--- config.mk ---
export PLATFORM = sky130hd
export DESIGN_NAME = uart_sram_core
export DESIGN_NICKNAME = d
export VERILOG_FILES = /design/src/rtl/uart_pkg.sv /design/src/rtl/uart_fifo.sv /design/src/rtl/uart_sram_core.sv
export SDC_FILE = /design/constraint.sdc
export NUM_CORES = 1
export LEC_CHECK = 0
export ABC_AREA = 1
export CORE_ASPECT_RATIO = 0.6
export CORE_UTILIZATION = 55
export DETAILED_ROUTE_END_ITERATION = 8
export PLACE_DENSITY = 0.78
export SYNTH_ARGS = -nofsm -noshare
export SYNTH_HDL_FRONTEND = slang
export SYNTH_HIERARCHICAL = 1
export SYNTH_SLANG_ARGS = --single-unit
--- constraint.sdc ---
create_clock -name aclk -period 9.18 [get_ports aclk]
set_input_delay 1.836 -clock aclk [delete_from_list [all_inputs] [get_ports aclk]]
set_output_delay 1.836 -clock aclk [all_outputs]
set_load 0.02 [all_outputs]
--- src/rtl/uart_pkg.sv ---
// Shared definitions for the UART core: register offsets, STATUS bit positions, FSM encodings.
package uart_pkg;

    localparam logic [1:0] REG_DATA   = 2'd0;
    localparam logic [1:0] REG_STATUS = 2'd1;
    localparam logic [1:0] REG_CTRL   = 2'd2;
    localparam logic [1:0] REG_BAUD   = 2'd3;

    localparam int ST_RX_VALID   = 0;
    localparam int ST_TX_FULL    = 1;
    localparam int ST_TX_EMPTY   = 2;
    localparam int ST_RX_OVERRUN = 3;
    localparam int ST_TX_BUSY    = 4;
    localparam int ST_PARITY_ERR = 5;

    localparam logic [15:0] BAUD_MIN = 16'd4;

    typedef enum logic [2:0] {
        TX_IDLE   = 3'd0,
        TX_START  = 3'd1,
        TX_DATA   = 3'd2,
        TX_PARITY = 3'd3,
        TX_STOP   = 3'd4
    } tx_state_e;

    typedef enum logic [2:0] {
        RX_IDLE   = 3'd0,
        RX_START  = 3'd1,
        RX_DATA   = 3'd2,
        RX_PARITY = 3'd3,
        RX_STOP   = 3'd4,
        RX_BREAK  = 3'd5
    } rx_state_e;

    function automatic logic [15:0] baud_clamp(input logic [15:0] v);
        return (v < BAUD_MIN) ? BAUD_MIN : v;
    endfunction

endpackage

--- src/rtl/uart_fifo.sv ---
// Byte FIFO with show-ahead output; a push is accepted when full only if a pop happens in the same cycle.
module uart_fifo #(
    parameter int DEPTH = 16
) (
    input  logic       aclk,
    input  logic       aresetn,
    input  logic       push,
    input  logic       pop,
    input  logic [7:0] din,
    output logic [7:0] dout,
    output logic       full,
    output logic       empty
);
    localparam int             AW       = $clog2(DEPTH);
    localparam logic [AW:0]    FULL_CNT = (AW+1)'(DEPTH);

    logic [7:0]    mem_q [DEPTH];
    logic [AW-1:0] wr_q, rd_q;
    logic [AW:0]   cnt_q;
    logic          do_push_s, do_pop_s;

    assign empty     = (cnt_q == '0);
    assign full      = (cnt_q == FULL_CNT);
    assign do_pop_s  = pop & ~empty;
    assign do_push_s = push & (~full | do_pop_s);
    assign dout      = mem_q[rd_q];

    // Storage array
    always_ff @(posedge aclk) begin
        if (do_push_s) begin
            mem_q[wr_q] <= din;
        end
    end

    // Pointers and occupancy
    always_ff @(posedge aclk or negedge aresetn) begin
        if (!aresetn) begin
            wr_q  <= '0;
            rd_q  <= '0;
            cnt_q <= '0;
        end else begin
            if (do_push_s) wr_q <= wr_q + AW'(1);
            if (do_pop_s)  rd_q <= rd_q + AW'(1);
            if (do_push_s && !do_pop_s)      cnt_q <= cnt_q + (AW+1)'(1);
            else if (do_pop_s && !do_push_s) cnt_q <= cnt_q - (AW+1)'(1);
        end
    end

endmodule

--- src/rtl/uart_sram_core.sv ---
// UART core on the bridge SRAM port: TX/RX FIFOs, baud divider, level RX interrupt.
// Define UART_PARITY_EN for 8E1 framing with a sticky parity_err flag; default is 8N1.
module uart_sram_core
    import uart_pkg::*;
#(
    parameter int          FIFO_DEPTH = 16,
    parameter logic [15:0] DIV_RESET  = 16'd434
) (
    input  logic        aclk,
    input  logic        aresetn,
    input  logic        ram_ren,
    input  logic [31:0] ram_raddr,
    output logic [31:0] ram_rdata,
    input  logic [3:0]  ram_wen,
    input  logic [31:0] ram_waddr,
    input  logic [31:0] ram_wdata,
    output logic        irq_rx,
    output logic        tx_pin,
    input  logic        rx_pin
);
    logic [1:0]  rd_sel_s, wr_sel_s;
    logic        tx_push_s, tx_pop_s, tx_full_s, tx_empty_s;
    logic        rx_push_s, rx_pop_s, rx_full_s, rx_empty_s, stat_rd_s;
    logic [7:0]  tx_dout_s, rx_dout_s, status_s;
    logic        ctrl_q, irq_q, ovr_q, ovr_d;
    logic [15:0] baud_q, baud_wr_s;
    logic [31:0] rdata_q, rdata_d;
    tx_state_e   tx_state_q, tx_state_d;
    rx_state_e   rx_state_q, rx_state_d;
    logic [15:0] tx_cnt_q, tx_cnt_d, rx_cnt_q, rx_cnt_d;
    logic [7:0]  tx_sh_q, tx_sh_d, rx_sh_q, rx_sh_d;
    logic [2:0]  tx_bit_q, tx_bit_d, rx_bit_q, rx_bit_d;
    logic        tx_q, tx_d, tx_tick_s, rx_tick_s, rx_ok_s, stop_ok_s;
    logic        rx_s1_q, rx_s2_q, rx_s3_q;
    logic        unused_s;

    assign unused_s  = ^{ram_raddr[31:4], ram_raddr[1:0], ram_waddr[31:4], ram_waddr[1:0],
                         ram_wdata[31:16], ram_wen[3:2]};
    assign rd_sel_s  = ram_raddr[3:2];
    assign wr_sel_s  = ram_waddr[3:2];
    assign tx_push_s = (wr_sel_s == REG_DATA) & ram_wen[0];
    assign rx_pop_s  = ram_ren & (rd_sel_s == REG_DATA) & ~rx_empty_s;
    assign stat_rd_s = ram_ren & (rd_sel_s == REG_STATUS);
    assign baud_wr_s = {ram_wen[1] ? ram_wdata[15:8] : baud_q[15:8],
                        ram_wen[0] ? ram_wdata[7:0]  : baud_q[7:0]};
    assign tx_tick_s = (tx_cnt_q == 16'd0);
    assign rx_tick_s = (rx_cnt_q == 16'd0);
    assign stop_ok_s = (rx_state_q == RX_STOP) & rx_tick_s & rx_s2_q;
    assign ram_rdata = rdata_q;
    assign irq_rx    = irq_q;
    assign tx_pin    = tx_q;

    uart_fifo #(.DEPTH(FIFO_DEPTH)) u_tx_fifo (
        .aclk(aclk), .aresetn(aresetn), .push(tx_push_s), .pop(tx_pop_s),
        .din(ram_wdata[7:0]), .dout(tx_dout_s), .full(tx_full_s), .empty(tx_empty_s));

    uart_fifo #(.DEPTH(FIFO_DEPTH)) u_rx_fifo (
        .aclk(aclk), .aresetn(aresetn), .push(rx_push_s), .pop(rx_pop_s),
        .din(rx_sh_q), .dout(rx_dout_s), .full(rx_full_s), .empty(rx_empty_s));

`ifdef UART_PARITY_EN
    logic tx_par_q, rx_pbad_q, perr_q;

    // Parity capture for TX, parity check result for RX, sticky parity error
    always_ff @(posedge aclk or negedge aresetn) begin
        if (!aresetn) begin
            tx_par_q  <= 1'b0;
            rx_pbad_q <= 1'b0;
            perr_q    <= 1'b0;
        end else begin
            if (tx_pop_s) tx_par_q <= ^tx_dout_s;
            if (rx_state_q == RX_PARITY && rx_tick_s) rx_pbad_q <= rx_s2_q ^ (^rx_sh_q);
            perr_q <= (perr_q & ~stat_rd_s) | (stop_ok_s & rx_pbad_q);
        end
    end
    assign rx_ok_s = ~rx_pbad_q;
`else
    assign rx_ok_s = 1'b1;
`endif

    assign rx_push_s = stop_ok_s & rx_ok_s;

    // STATUS vector, read mux and sticky overrun next state
    always_comb begin
        status_s                = 8'd0;
        status_s[ST_RX_VALID]   = ~rx_empty_s;
        status_s[ST_TX_FULL]    = tx_full_s;
        status_s[ST_TX_EMPTY]   = tx_empty_s;
        status_s[ST_RX_OVERRUN] = ovr_q;
        status_s[ST_TX_BUSY]    = (tx_state_q != TX_IDLE);
`ifdef UART_PARITY_EN
        status_s[ST_PARITY_ERR] = perr_q;
`endif
        ovr_d   = (ovr_q & ~stat_rd_s) | (rx_push_s & rx_full_s & ~rx_pop_s);
        rdata_d = rdata_q;
        if (ram_ren) begin
            case (rd_sel_s)
                REG_DATA:   rdata_d = rx_empty_s ? 32'd0 : {24'd0, rx_dout_s};
                REG_STATUS: rdata_d = {24'd0, status_s};
                REG_CTRL:   rdata_d = {31'd0, ctrl_q};
                REG_BAUD:   rdata_d = {16'd0, baud_q};
                default:    rdata_d = 32'd0;
            endcase
        end else begin
            rdata_d = rdata_q;
        end
    end

    // Host registers, read data, interrupt and overrun flag
    always_ff @(posedge aclk or negedge aresetn) begin
        if (!aresetn) begin
            rdata_q <= 32'd0;
            ctrl_q  <= 1'b0;
            baud_q  <= DIV_RESET;
            irq_q   <= 1'b0;
            ovr_q   <= 1'b0;
        end else begin
            rdata_q <= rdata_d;
            irq_q   <= ctrl_q & ~rx_empty_s;
            ovr_q   <= ovr_d;
            if (wr_sel_s == REG_CTRL && ram_wen[0]) ctrl_q <= ram_wdata[0];
            if (wr_sel_s == REG_BAUD && ram_wen[1:0] != 2'b00) baud_q <= baud_clamp(baud_wr_s);
        end
    end

    // TX next state; the divider reloads at every bit boundary so BAUD changes land there
    always_comb begin
        tx_state_d = tx_state_q;
        tx_sh_d    = tx_sh_q;
        tx_bit_d   = tx_bit_q;
        tx_d       = tx_q;
        tx_pop_s   = 1'b0;
        if (tx_state_q != TX_IDLE && !tx_tick_s) tx_cnt_d = tx_cnt_q - 16'd1;
        else                                     tx_cnt_d = baud_q - 16'd1;
        case (tx_state_q)
            TX_IDLE: begin
                tx_d = tx_empty_s;
                if (!tx_empty_s) begin
                    tx_pop_s   = 1'b1;
                    tx_sh_d    = tx_dout_s;
                    tx_state_d = TX_START;
                end else begin
                    tx_state_d = TX_IDLE;
                end
            end
            TX_START: begin
                if (tx_tick_s) begin
                    tx_state_d = TX_DATA;
                    tx_bit_d   = 3'd0;
                    tx_d       = tx_sh_q[0];
                end else begin
                    tx_state_d = TX_START;
                end
            end
            TX_DATA: begin
                if (tx_tick_s && tx_bit_q == 3'd7) begin
`ifdef UART_PARITY_EN
                    tx_state_d = TX_PARITY;
                    tx_d       = tx_par_q;
`else
                    tx_state_d = TX_STOP;
                    tx_d       = 1'b1;
`endif
                end else if (tx_tick_s) begin
                    tx_bit_d = tx_bit_q + 3'd1;
                    tx_sh_d  = {1'b0, tx_sh_q[7:1]};
                    tx_d     = tx_sh_q[1];
                end else begin
                    tx_state_d = TX_DATA;
                end
            end
            TX_PARITY: begin
                if (tx_tick_s) begin
                    tx_state_d = TX_STOP;
                    tx_d       = 1'b1;
                end else begin
                    tx_state_d = TX_PARITY;
                end
            end
            TX_STOP: begin
                // Chain straight into the next start bit so consecutive bytes have no gap
                if (tx_tick_s && !tx_empty_s) begin
                    tx_pop_s   = 1'b1;
                    tx_sh_d    = tx_dout_s;
                    tx_state_d = TX_START;
                    tx_d       = 1'b0;
                end else if (tx_tick_s) begin
                    tx_state_d = TX_IDLE;
                end else begin
                    tx_state_d = TX_STOP;
                end
            end
            default: begin
                tx_state_d = TX_IDLE;
                tx_d       = 1'b1;
            end
        endcase
    end

    // RX next state: start bit checked at mid-bit, then one sample per bit period
    always_comb begin
        rx_state_d = rx_state_q;
        rx_sh_d    = rx_sh_q;
        rx_bit_d   = rx_bit_q;
        if (rx_state_q != RX_IDLE && !rx_tick_s) rx_cnt_d = rx_cnt_q - 16'd1;
        else                                     rx_cnt_d = baud_q - 16'd1;
        case (rx_state_q)
            RX_IDLE: begin
                if (rx_s3_q && !rx_s2_q) begin
                    rx_state_d = RX_START;
                    rx_cnt_d   = (baud_q >> 1) - 16'd1;
                end else begin
                    rx_state_d = RX_IDLE;
                end
            end
            RX_START: begin
                if (rx_tick_s) begin
                    rx_state_d = rx_s2_q ? RX_IDLE : RX_DATA;
                    rx_bit_d   = 3'd0;
                end else begin
                    rx_state_d = RX_START;
                end
            end
            RX_DATA: begin
                if (rx_tick_s) begin
                    rx_sh_d  = {rx_s2_q, rx_sh_q[7:1]};
                    rx_bit_d = rx_bit_q + 3'd1;
`ifdef UART_PARITY_EN
                    rx_state_d = (rx_bit_q == 3'd7) ? RX_PARITY : RX_DATA;
`else
                    rx_state_d = (rx_bit_q == 3'd7) ? RX_STOP : RX_DATA;
`endif
                end else begin
                    rx_state_d = RX_DATA;
                end
            end
            RX_PARITY: rx_state_d = rx_tick_s ? RX_STOP : RX_PARITY;
            RX_STOP:   rx_state_d = !rx_tick_s ? RX_STOP : (rx_s2_q ? RX_IDLE : RX_BREAK);
            RX_BREAK:  rx_state_d = rx_s2_q ? RX_IDLE : RX_BREAK;
            default:   rx_state_d = RX_IDLE;
        endcase
    end

    // FSM state, serial shift registers, line synchronizer
    always_ff @(posedge aclk or negedge aresetn) begin
        if (!aresetn) begin
            tx_state_q <= TX_IDLE;
            tx_cnt_q   <= 16'd0;
            tx_sh_q    <= 8'd0;
            tx_bit_q   <= 3'd0;
            tx_q       <= 1'b1;
            rx_state_q <= RX_IDLE;
            rx_cnt_q   <= 16'd0;
            rx_sh_q    <= 8'd0;
            rx_bit_q   <= 3'd0;
            rx_s1_q    <= 1'b1;
            rx_s2_q    <= 1'b1;
            rx_s3_q    <= 1'b1;
        end else begin
            tx_state_q <= tx_state_d;
            tx_cnt_q   <= tx_cnt_d;
            tx_sh_q    <= tx_sh_d;
            tx_bit_q   <= tx_bit_d;
            tx_q       <= tx_d;
            rx_state_q <= rx_state_d;
            rx_cnt_q   <= rx_cnt_d;
            rx_sh_q    <= rx_sh_d;
            rx_bit_q   <= rx_bit_d;
            rx_s1_q    <= rx_pin;
            rx_s2_q    <= rx_s1_q;
            rx_s3_q    <= rx_s2_q;
        end
    end

endmodule

## After elaboration in Yosys (flattened, before gate mapping)

Memories as Yosys holds them, arrays and structs flattened.
Cells that the tools add are included.

- $add $sub $neg: 14
- Multipliers: 0
- Equality and inequality tests: 28
- Reduce and logical (&&, ||, !) cells: 40
- Bitwise operators: 23
- Div/mod/pow operators: 0
- Muxes and demuxes: 55
- Magnitude comparators: 1
- Shift-type cells: 0

Operator list:

| cell | count |
|---|---|
| $pmux W32 S4 | 1 |
| $mux W16 | 5 |
| $mux W8 | 7 |
| $sub A16 B1 Y16 const B | 3 |
| $mux W3 | 15 |
| $logic_not A16 Y1 | 2 |
| $pmux W8 S3 | 1 |
| $mux W5 | 4 |
| $pmux W3 S6 | 1 |
| $add A4 B1 Y4 const B | 4 |
| $lt A16 B3 Y1 const B | 1 |
| $ne A2 B2 Y1 const B | 8 |
| $sub A15 B1 Y16 const B | 1 |
| $eq A3 B3 Y1 const B | 5 |
| $pmux W3 S5 | 1 |
| $and A1 B1 Y1 | 14 |
| $mux W1 | 13 |
| $eq A3 B2 Y1 const B | 4 |
| $pmux W3 S2 | 2 |
| $logic_and A1 B1 Y1 | 11 |
| $add A5 B1 Y5 const B | 2 |
| $eq A5 B5 Y1 const B | 2 |
| $logic_not A5 Y1 | 2 |
| $reduce_bool A2 Y1 | 5 |
| other kinds (19) | 47 |

- Register bits after elaboration: 141
- RAM bits: 256
- Memories kept: 2
- Bits of input ports: 104
- Latch bits: 0
- Output and inout port bits: 34
- Bits in read-only memories: 0

Memory list:

| memory | depth | width | rd ports | clocked after Yosys merged registers in | write ports | line | RTL |
|---|---|---|---|---|---|---|---|
| u_rx_fifo.mem_q | 16 | 8 | 1 | 0 | 1 | uart_fifo.sv:17 | `logic [7:0] mem_q [DEPTH];` |
| u_tx_fifo.mem_q | 16 | 8 | 1 | 0 | 1 | uart_fifo.sv:17 |  |

## Depth between registers and ports, before layout

Gate-level depths: netlist of the first run.

- Word-level depth: 12
- Depth in mapped cells: 23
- Gate-level depth less buffers: 22

## By module

The synthesis of the first run kept the hierarchy.

Modules (own cells, without submodules):

| module | area each (sq um) | cells each | instances | sequential area each (sq um) |
|---|---|---|---|---|
| uart_fifo at u_tx_fifo | 6293.5 | 630 | 1 | 4169.0 |
| uart_fifo at u_rx_fifo | 6289.8 | 630 | 1 | 4169.0 |
| uart_sram_core | 6254.7 | 865 | 1 | 2488.6 |

## Worst setup path after synthesis of the first run

No wires, ideal clock.

- Path type: input-to-reg
- Start point: input port ram_raddr[3]
- End point: register u_rx_fifo.cnt_q[4]
- Arrival time: 3.720 ns
- Slack: 5.343 ns
- Stages: 17
- Buffers on the path: 1
- Cell sequence: nor2_1 -> nand2_1 -> nor2_1 -> inv_1 -> nand4_2 -> nand2_1 -> buf_2 -> inv_1 -> ha_1 -> inv_1 -> fa_1 -> nand2_1 -> nand3_1 -> nand3_1 -> nand2_1 -> nand2_1 -> nand2_1

- Word-level cells in the longest chain between the ends: 9
- Elaborated cells between the ends (all ways): 12

RTL lines:

| element | line | RTL |
|---|---|---|
| from (decl) | uart_sram_core.sv:12 | `input logic [31:0] ram_raddr,` |
| $logic_not A2 Y1 * | uart_sram_core.sv:42 | `assign rx_pop_s = ram_ren & (rd_sel_s == REG_DATA) & ~rx_empty_s;` |
| $and A1 B1 Y1 * (2 in series) | uart_sram_core.sv:42 |  |
| named net rx_pop_s | uart_sram_core.sv:23 | `logic rx_push_s, rx_pop_s, rx_full_s, rx_empty_s, stat_rd_s;` |
| $and A1 B1 Y1 * | uart_fifo.sv:24 | `assign do_pop_s = pop & ~empty;` |
| $or A1 B1 Y1 * | uart_fifo.sv:25 | `assign do_push_s = push & (~full \| do_pop_s);` |
| $and A1 B1 Y1 * | uart_fifo.sv:25 |  |
| named net u_rx_fifo.do_push_s | uart_fifo.sv:20 | `logic do_push_s, do_pop_s;` |
| $logic_not A1 Y1 | uart_fifo.sv:45 | `else if (do_pop_s && !do_push_s) cnt_q <= cnt_q - (AW+1)'(1);` |
| $logic_and A1 B1 Y1 | uart_fifo.sv:45 |  |
| $reduce_bool A2 Y1 (no line) | -- |  |
| to (signal assigned) | uart_fifo.sv:44 | `if (do_push_s && !do_pop_s) cnt_q <= cnt_q + (AW+1)'(1);` |
| to (signal assigned) | uart_fifo.sv:45 |  |
| to (decl) | uart_fifo.sv:19 | `logic [AW:0] cnt_q;` |

The timed path passes the listed nets; every way through them passes the cells marked *.
A chain may end at the register's enable or synchronous reset.

## Worst setup path after layout of the first run

- Start point: input port ram_ren
- End point: memory u_rx_fifo.mem_q[10][7], enable pin

- Word-level cells in the longest chain between the ends: 7

RTL lines:

| element | line | RTL |
|---|---|---|
| from (decl) | uart_sram_core.sv:11 | `input logic ram_ren,` |
| $and A1 B1 Y1 (2 in series) | uart_sram_core.sv:42 |  |
| named net rx_pop_s | uart_sram_core.sv:23 |  |
| $and A1 B1 Y1 | uart_fifo.sv:24 |  |
| $or A1 B1 Y1 | uart_fifo.sv:25 |  |
| $and A1 B1 Y1 | uart_fifo.sv:25 |  |
| $mux W1 | uart_fifo.sv:30 | `if (do_push_s) begin` |
| $mux W1 (not written as such) | uart_fifo.sv:31 | `mem_q[wr_q] <= din;` |
| to (decl) | uart_fifo.sv:17 |  |

The timed path passes the listed nets, and every way through them passes these cells.

==> results of run 1 <==
## critical path, delay by kind of cell
kind,cells,cell delay [ns]
buffers and inverters,3,0.91
and+or+nand+nor,4,2.24
## power groups by stage
stage                     Sequential [uW]  Clock (uW)  Combinational [uW]
after floorplan                      2060           0                 438
after global placement               2090           0                 593
after detailed placement             2090           0                 611
after CTS                            2060        1570                 617
after global routing                 2070        1640                 703
final                                2060        1550                 631
## logic make-up after synthesis
kind of cell | Yosys count | synth area share
adder cells (fa/ha/maj) | 30 | 0.02072
AO/OA/AOI/OAI | 135 | 0.04045
buffers and inverters | 316 | 0.07366
AND/OR/NAND/NOR | 1228 | 0.2744
other | 1 | 0.0001991
multiplexers | 1 | 0.0005314
flip-flops | 381 | 0.5747
XOR/XNOR | 33 | 0.01534
## through the flow
step	cell area [um2]	std cells	total power (uW)	hold WS [ns]
final	20710	2641	4239	0.3558
after global routing	20710	2640	4415	0.3641
after CTS	20690	2638	4240	0.3563
after detailed placement	19480	2571	2703	0.3475
after global placement	19480	2571	2681	0.3457
after floorplan	18890	2140	2500	0.3452
## layer usage
metal	global-route usage	wire length, um	vias up
li1	-	-	6888
met1	0.4320	21150	6909
met2	0.3697	19490	684
met3	0.07796	5757	74
met4	0.06139	834	0
met5	0	0	-
## cell usage after synthesis (20+ instances only)
cell,count
nand3_1,187
dfrtp_1,116
a21oi_1,20
buf_4,22
buf_2,37
nor3_1,40
xor2_1,24
ha_1,28
nor2_1,202
edfxtp_1,256
o21ai_0,74
nand2_1,739
inv_1,215
## path summary, 6_finish.rpt
| kind | slack, ns | endpoint |
|---|---|---|
| worst max-delay path | 4.33 | u_rx_fifo/mem_q[10][7] |
| worst min-delay path | 0.36 | rx_s2_q |
| worst max register to register | 5.30 | u_tx_fifo/mem_q[9][3] |
| worst min register to register | 0.36 | rx_s2_q |
| max in group asynchronous | 6.61 | u_tx_fifo/rd_q[0] |
| min in group asynchronous | 1.25 | tx_cnt_q[13] |
## cell usage in the layout, fill, tap and decap left out, types with 4 or more instances in the layout
master	instances
nand2_1	739
edfxtp_1	256
inv_1	215
nor2_1	202
nand3_1	187
dfrtp_1	114
o21ai_0	74
clkdlybuf4s50_1	42
nor3_1	40
clkbuf_16	38
ha_1	28
xor2_1	24
a21oi_1	20
conb_1	16
nor2_2	13
inv_2	12
nand4_1	12
nand2_2	11
clkinv_1	11
buf_4	11
o21ai_1	9
xnor2_1	9
dfstp_2	9
clkbuf_1	9
o31ai_1	8
o21bai_1	8
clkinv_2	7
nor2_4	6
o211ai_1	5
o22ai_1	4
clkbuf_8	4
## state kept, by name, indices dropped and copies added (netlist names), 3 cells and up
| name | flops |
|---|---|
| ram_rdata | 16 |
| tx_bit_q | 3 |
| u_rx_fifo/mem_q | 128 |
| rx_sh_q | 8 |
| baud_q | 16 |
| u_rx_fifo/rd_q | 4 |
| tx_state_q | 3 |
| rx_cnt_q | 16 |
| u_tx_fifo/cnt_q | 5 |
| rx_bit_q | 3 |
| u_tx_fifo/mem_q | 128 |
| u_rx_fifo/cnt_q | 5 |
| rx_state_q | 3 |
| u_rx_fifo/wr_q | 4 |
| u_tx_fifo/wr_q | 4 |
| tx_sh_q | 8 |
| tx_cnt_q | 16 |
| u_tx_fifo/rd_q | 4 |
## area by class of cell
class	instances	area, um2	area share
Inverter	235	887.1	0.04284
Antenna cell	1	2.502	0.0001208
Clock buffer	51	1040	0.05021
Sequential cell	381	10830	0.5229
Multi-Input combinational cell	1443	6680	0.3226
Tap cell	459	574.3	0.02773
Clock inverter	16	173.9	0.008398
Timing Repair Buffer	55	521.8	0.02519
==> results.json, run 1 <==
{
  "slew_violations": 0,
  "p_comb_frac": 0.149,
  "port_buffers": 43,
  "start_util": 0.5590,
  "cts.sinks": 381,
  "fin_worst_skew_ns": 0.02276,
  "row_count": 52,
  "ys_seq_area_frac": 0.5747,
  "vias_per_cell": 5.511,
  "worst_pin_slew_ns": 1.370,
  "die_h_um": 145.4,
  "antenna_found_initial": 0,
  "grt.overflow.total": 0,
  "postCtsSetupRepairBufs": 0,
  "ctsResizeCount": 0,
  "grt_pass1_wl_um": 73470,
  "routabilityCongestion": 0.9468,
  "hold_viol_final": 0,
  "cts_hold_buffers": 0,
  "r2r_start": "tx_cnt_q[0]",
  "cpMaxStageDelayCell": "nor3_1",
  "cp.arrival_ns": 5.00,
  "timing.final.crit_share": 0.5283,
  "hp-class": "reg2reg",
  "synth_top_area_share": 0.4081,
  "holdPathStages": 0,
  "first_global_vias": 13330,
  "die_area_um2": 35020,
  "ios": 138,
  "post-place-ws_ns": 3.811,
  "cp-startpoint": "ram_ren",
  "wire_per_inst_um": 17.89,
  "critPathMaxStageDelay_ns": 1.15,
  "maxCapViolations": 0,
  "status": "completed",
  "power_density_nw_per_um2": 204.7,
  "ys_types": 48,
  "synth_area_leaders": "edfxtp_1 (41%), dfrtp_1 (15%), nand2_1 (15%)",
  "finalCriticalPeriod_ns": 4.850,
  "drc": 0,
  "setup_violations": 0,
  "crit_required_ns": 9.33,
  "vias": 14560,
  "power.switching_uw": 1207,
  "htreeDepth": 2,
  "grt_max_degree": 84,
  "clk_pin_slew_ns": 0.06,
  "die_w_um": 240.9,
  "synth.ff_latch_count": 381,
  "async_flop_share": 0.3281,
  "fillers": 2801,
  "area_growth_syn_to_layout_pct": 9.930,
  "netlist_area_um2": 18840,
  "slew_headroom": 0.07974,
  "clk_latency_ns": 0.56,
  "synthCells": 2125,
  "critical_path_class": "in2reg",
  "power.share.clock": 0.365,
  "end_kind": "register",
  "hpwl_um": 32730,
  "fmax_mhz": 206.2,
  "vdd_ir_drop_max_uv": 136.9,
  "setup_tns_ns": 0,
  "cp_max_fo": 28,
  "cts_inserted_buffers": 37,
  "worst_slack_ns": 4.330,
  "hp-start": "rx_s1_q",
  "yosysWarnings": 6,
  "core_area_um2": 33700,
  "leakage_uw": 0.009135,
  "drt-initial-drc-count": 1899,
  "cts.path.max_buffers": 3,
  "cts_root_buf": "clkbuf_16",
  "reg2regPathDepth": 12,
  "sw_frac_of_total": 0.2849,
  "internal_power_uw": 3031,
  "layout.nets": 2287,
  "yosysTopAreaCell": "edfxtp_1",
  "crit_chain": "clkdlybuf4s50_1, inv_2, nor2_1, inv_1, nand4_2, nand2_1, nor3_1",
  "drive_gt1_frac": 0.06190,
  "routed_wl_um": 47240,
  "cp-start-kind": "input pin",
  "synth_edf_count": 256,
  "rsz0062_at_grt": "false",
  "grt_use_total": 0.2733,
  "ant_nets": 0,
  "power_frac_seq": 0.486,
  "syn_avg_cell_area_um2": 8.865,
  "tritoncts": "done",
  "yosys_most_used_dff": "edfxtp_1",
  "first_pass_iters": 6,
  "fin_util": 0.6145
}
(Power assumes the default switching activity.)
==> run 2, diff against run 1 <==
- CORE_UTILIZATION: 55 -> 53
- clock period: 9.18 -> 4.1 ns (I/O delays scaled with it)
==> results.json, run 2 (same netlist as run 1, synthesis figures left out) <==
{
  "status": "completed",
  "setup_tns_ns": 0,
  "layout.nets": 2326,
  "cp_max_fo": 7,
  "cts.sinks": 381,
  "cts_hold_buffers": 0,
  "antenna_found_initial": 0,
  "power_frac_seq": 0.502,
  "critPathMaxStageDelay_ns": 0.40,
  "regArea_um2": 10830,
  "grt_max_degree": 85,
  "crit_chain": "inv_1, ha_1, nand2_2, nor2_8, nand2_1, nor2_2, nand3_1, nand2_1, inv_1, nand4_2, nand2_1, inv_1, ha_1, inv_1, fa_1, nand2_1, nand3_1, nand3_1, nand2_1, nand2_1, nand2_1",
  "die_w_um": 245.4,
  "internal_power_uw": 6565,
  "rsz0062_at_grt": "false",
  "hp-class": "in2async",
  "core_area_um2": 35010,
  "ant_nets": 0,
  "drt-initial-drc-count": 1830,
  "power.switching_uw": 2631,
  "final_cell_mix": "nand2_1 (739), edfxtp_1 (256), inv_1 (215)",
  "p_comb_frac": 0.150,
  "vdd_ir_drop_max_uv": 346.9,
  "mostFrequentLayoutCell": "nand2_1",
  "crit_required_ns": 4.53,
  "top_regs": "u_rx_fifo/mem_q (128), u_tx_fifo/mem_q (128)",
  "vias": 14530,
  "row_count": 53,
  "hold_viol_final": 0,
  "leakage_uw": 0.009287,
  "cts_inserted_buffers": 37,
  "ios": 138,
  "timing.final.crit_share": 0.7991,
  "ctsResizeCount": 0,
  "cp-start-kind": "register",
  "vias_per_cell": 5.411,
  "first_pass_iters": 6,
  "routabilityCongestion": 0.9744,
  "power_density_nw_per_um2": 439.7,
  "tritoncts": "done",
  "grt_pass1_wl_um": 72460,
  "hpwl_um": 30850,
  "setup_violations": 0,
  "fillers": 2903,
  "crit_family": "simple AND/OR/NAND/NOR gates",
  "grt_use_total": 0.2576,
  "grt.overflow.total": 0,
  "multi_input_area_um2": 6680,
  "routed_wl_um": 45980,
  "n_antenna_cell": 0,
  "postCtsSetupRepairBufs": 0,
  "htreeDepth": 2,
  "worst_slack_ns": 0.8235,
  "clk_pin_slew_ns": 0.06,
  "cts.path.max_buffers": 3,
  "area_growth_syn_to_layout_pct": 11.03,
  "sw_frac_of_total": 0.2861,
  "clk_latency_ns": 0.54,
  "port_buffers": 43,
  "slew_violations": 0,
  "critical_path_buf_inv_count": 4,
  "drc": 0,
  "die_area_um2": 36330,
  "wire_per_inst_um": 17.12,
  "worst_pin_slew_ns": 0.9372,
  "critical_path_class": "reg2reg",
  "end_kind": "register",
  "start_util": 0.5380,
  "die_h_um": 148.0,
  "maxCapViolations": 0,
  "finalCriticalPeriod_ns": 3.277,
  "cp.arrival_ns": 3.71,
  "cpMaxStageDelayCell": "fa_1",
  "cts_root_buf": "clkbuf_16",
  "slew_headroom": 0.3752,
  "fin_worst_skew_ns": 0.02522,
  "crit_top_cell": "nand2_1",
  "fmax_mhz": 305.2,
  "post-place-ws_ns": 0.6865,
  "power.share.clock": 0.348,
  "first_global_vias": 13450,
  "drive_gt1_frac": 0.07796
}
-- run 2: final cells by class --
| class | instances | area share |
|---|---|---|
| timing repair buffer | 94 | 0.03954 |
| clock buffer | 51 | 0.04875 |
| multi-input combinational | 1443 | 0.3194 |
| sequential | 381 | 0.5177 |
| inverter | 235 | 0.04241 |
| tap | 467 | 0.02794 |
| clock inverter | 15 | 0.004247 |
-- run 2: per-layer routing --
| metal | share of wire | track usage | wire length, um | vias to the layer above |
|---|---|---|---|---|
| met2 | 0.44 | 0.3826 | 20070 | 652 |
| met3 | 0.093 | 0.05138 | 4298 | 92 |
| li1 | - | - | - | 6949 |
| met5 | 0 | 0 | 0 | - |
| met4 | 0.022 | 0.06646 | 992 | 0 |
| met1 | 0.45 | 0.3864 | 20610 | 6840 |
-- run 2: final timing paths --
check / start / end / slack [ns] / depth (start not counted)
worst min-delay path: aresetn / u_rx_fifo/wr_q[1] / 0.21 / 1
worst max register to register: tx_cnt_q[0] / u_tx_fifo/cnt_q[4] / 0.82 / 21
worst max-delay path: tx_cnt_q[0] / u_tx_fifo/cnt_q[4] / 0.82 / 21
worst min register to register: rx_s1_q / rx_s2_q / 0.36 / 0
min in group aclk: rx_s1_q / rx_s2_q / 0.36 / 0
max in group asynchronous: aresetn / baud_q[5] / 3.06 / 2
-- run 2: metrics by stage --
step           hold WS, ns  utilization  area (um2)  std cells  total power, uW
3_5_place_dp        0.3478       0.5657       19810       2620             6024
6_report            0.2134       0.5974       20920       2686             9196
4_1_cts             0.2096       0.5974       20920       2686             9213
3_3_place_gp        0.3476       0.5657       19810       2620             5964
2_1_floorplan       0.3452            -       18890       2140             5597
5_1_grt             0.2397       0.5974       20920       2686             9590
-- run 2: power groups by stage --
stage | Combinational (uW) | Clock (uW) | Sequential, uW
2_1_floorplan | 981 | 0 | 4620
3_3_place_gp | 1300 | 0 | 4670
3_5_place_dp | 1350 | 0 | 4680
4_1_cts | 1360 | 3260 | 4600
5_1_grt | 1560 | 3400 | 4640
6_report | 1380 | 3200 | 4610
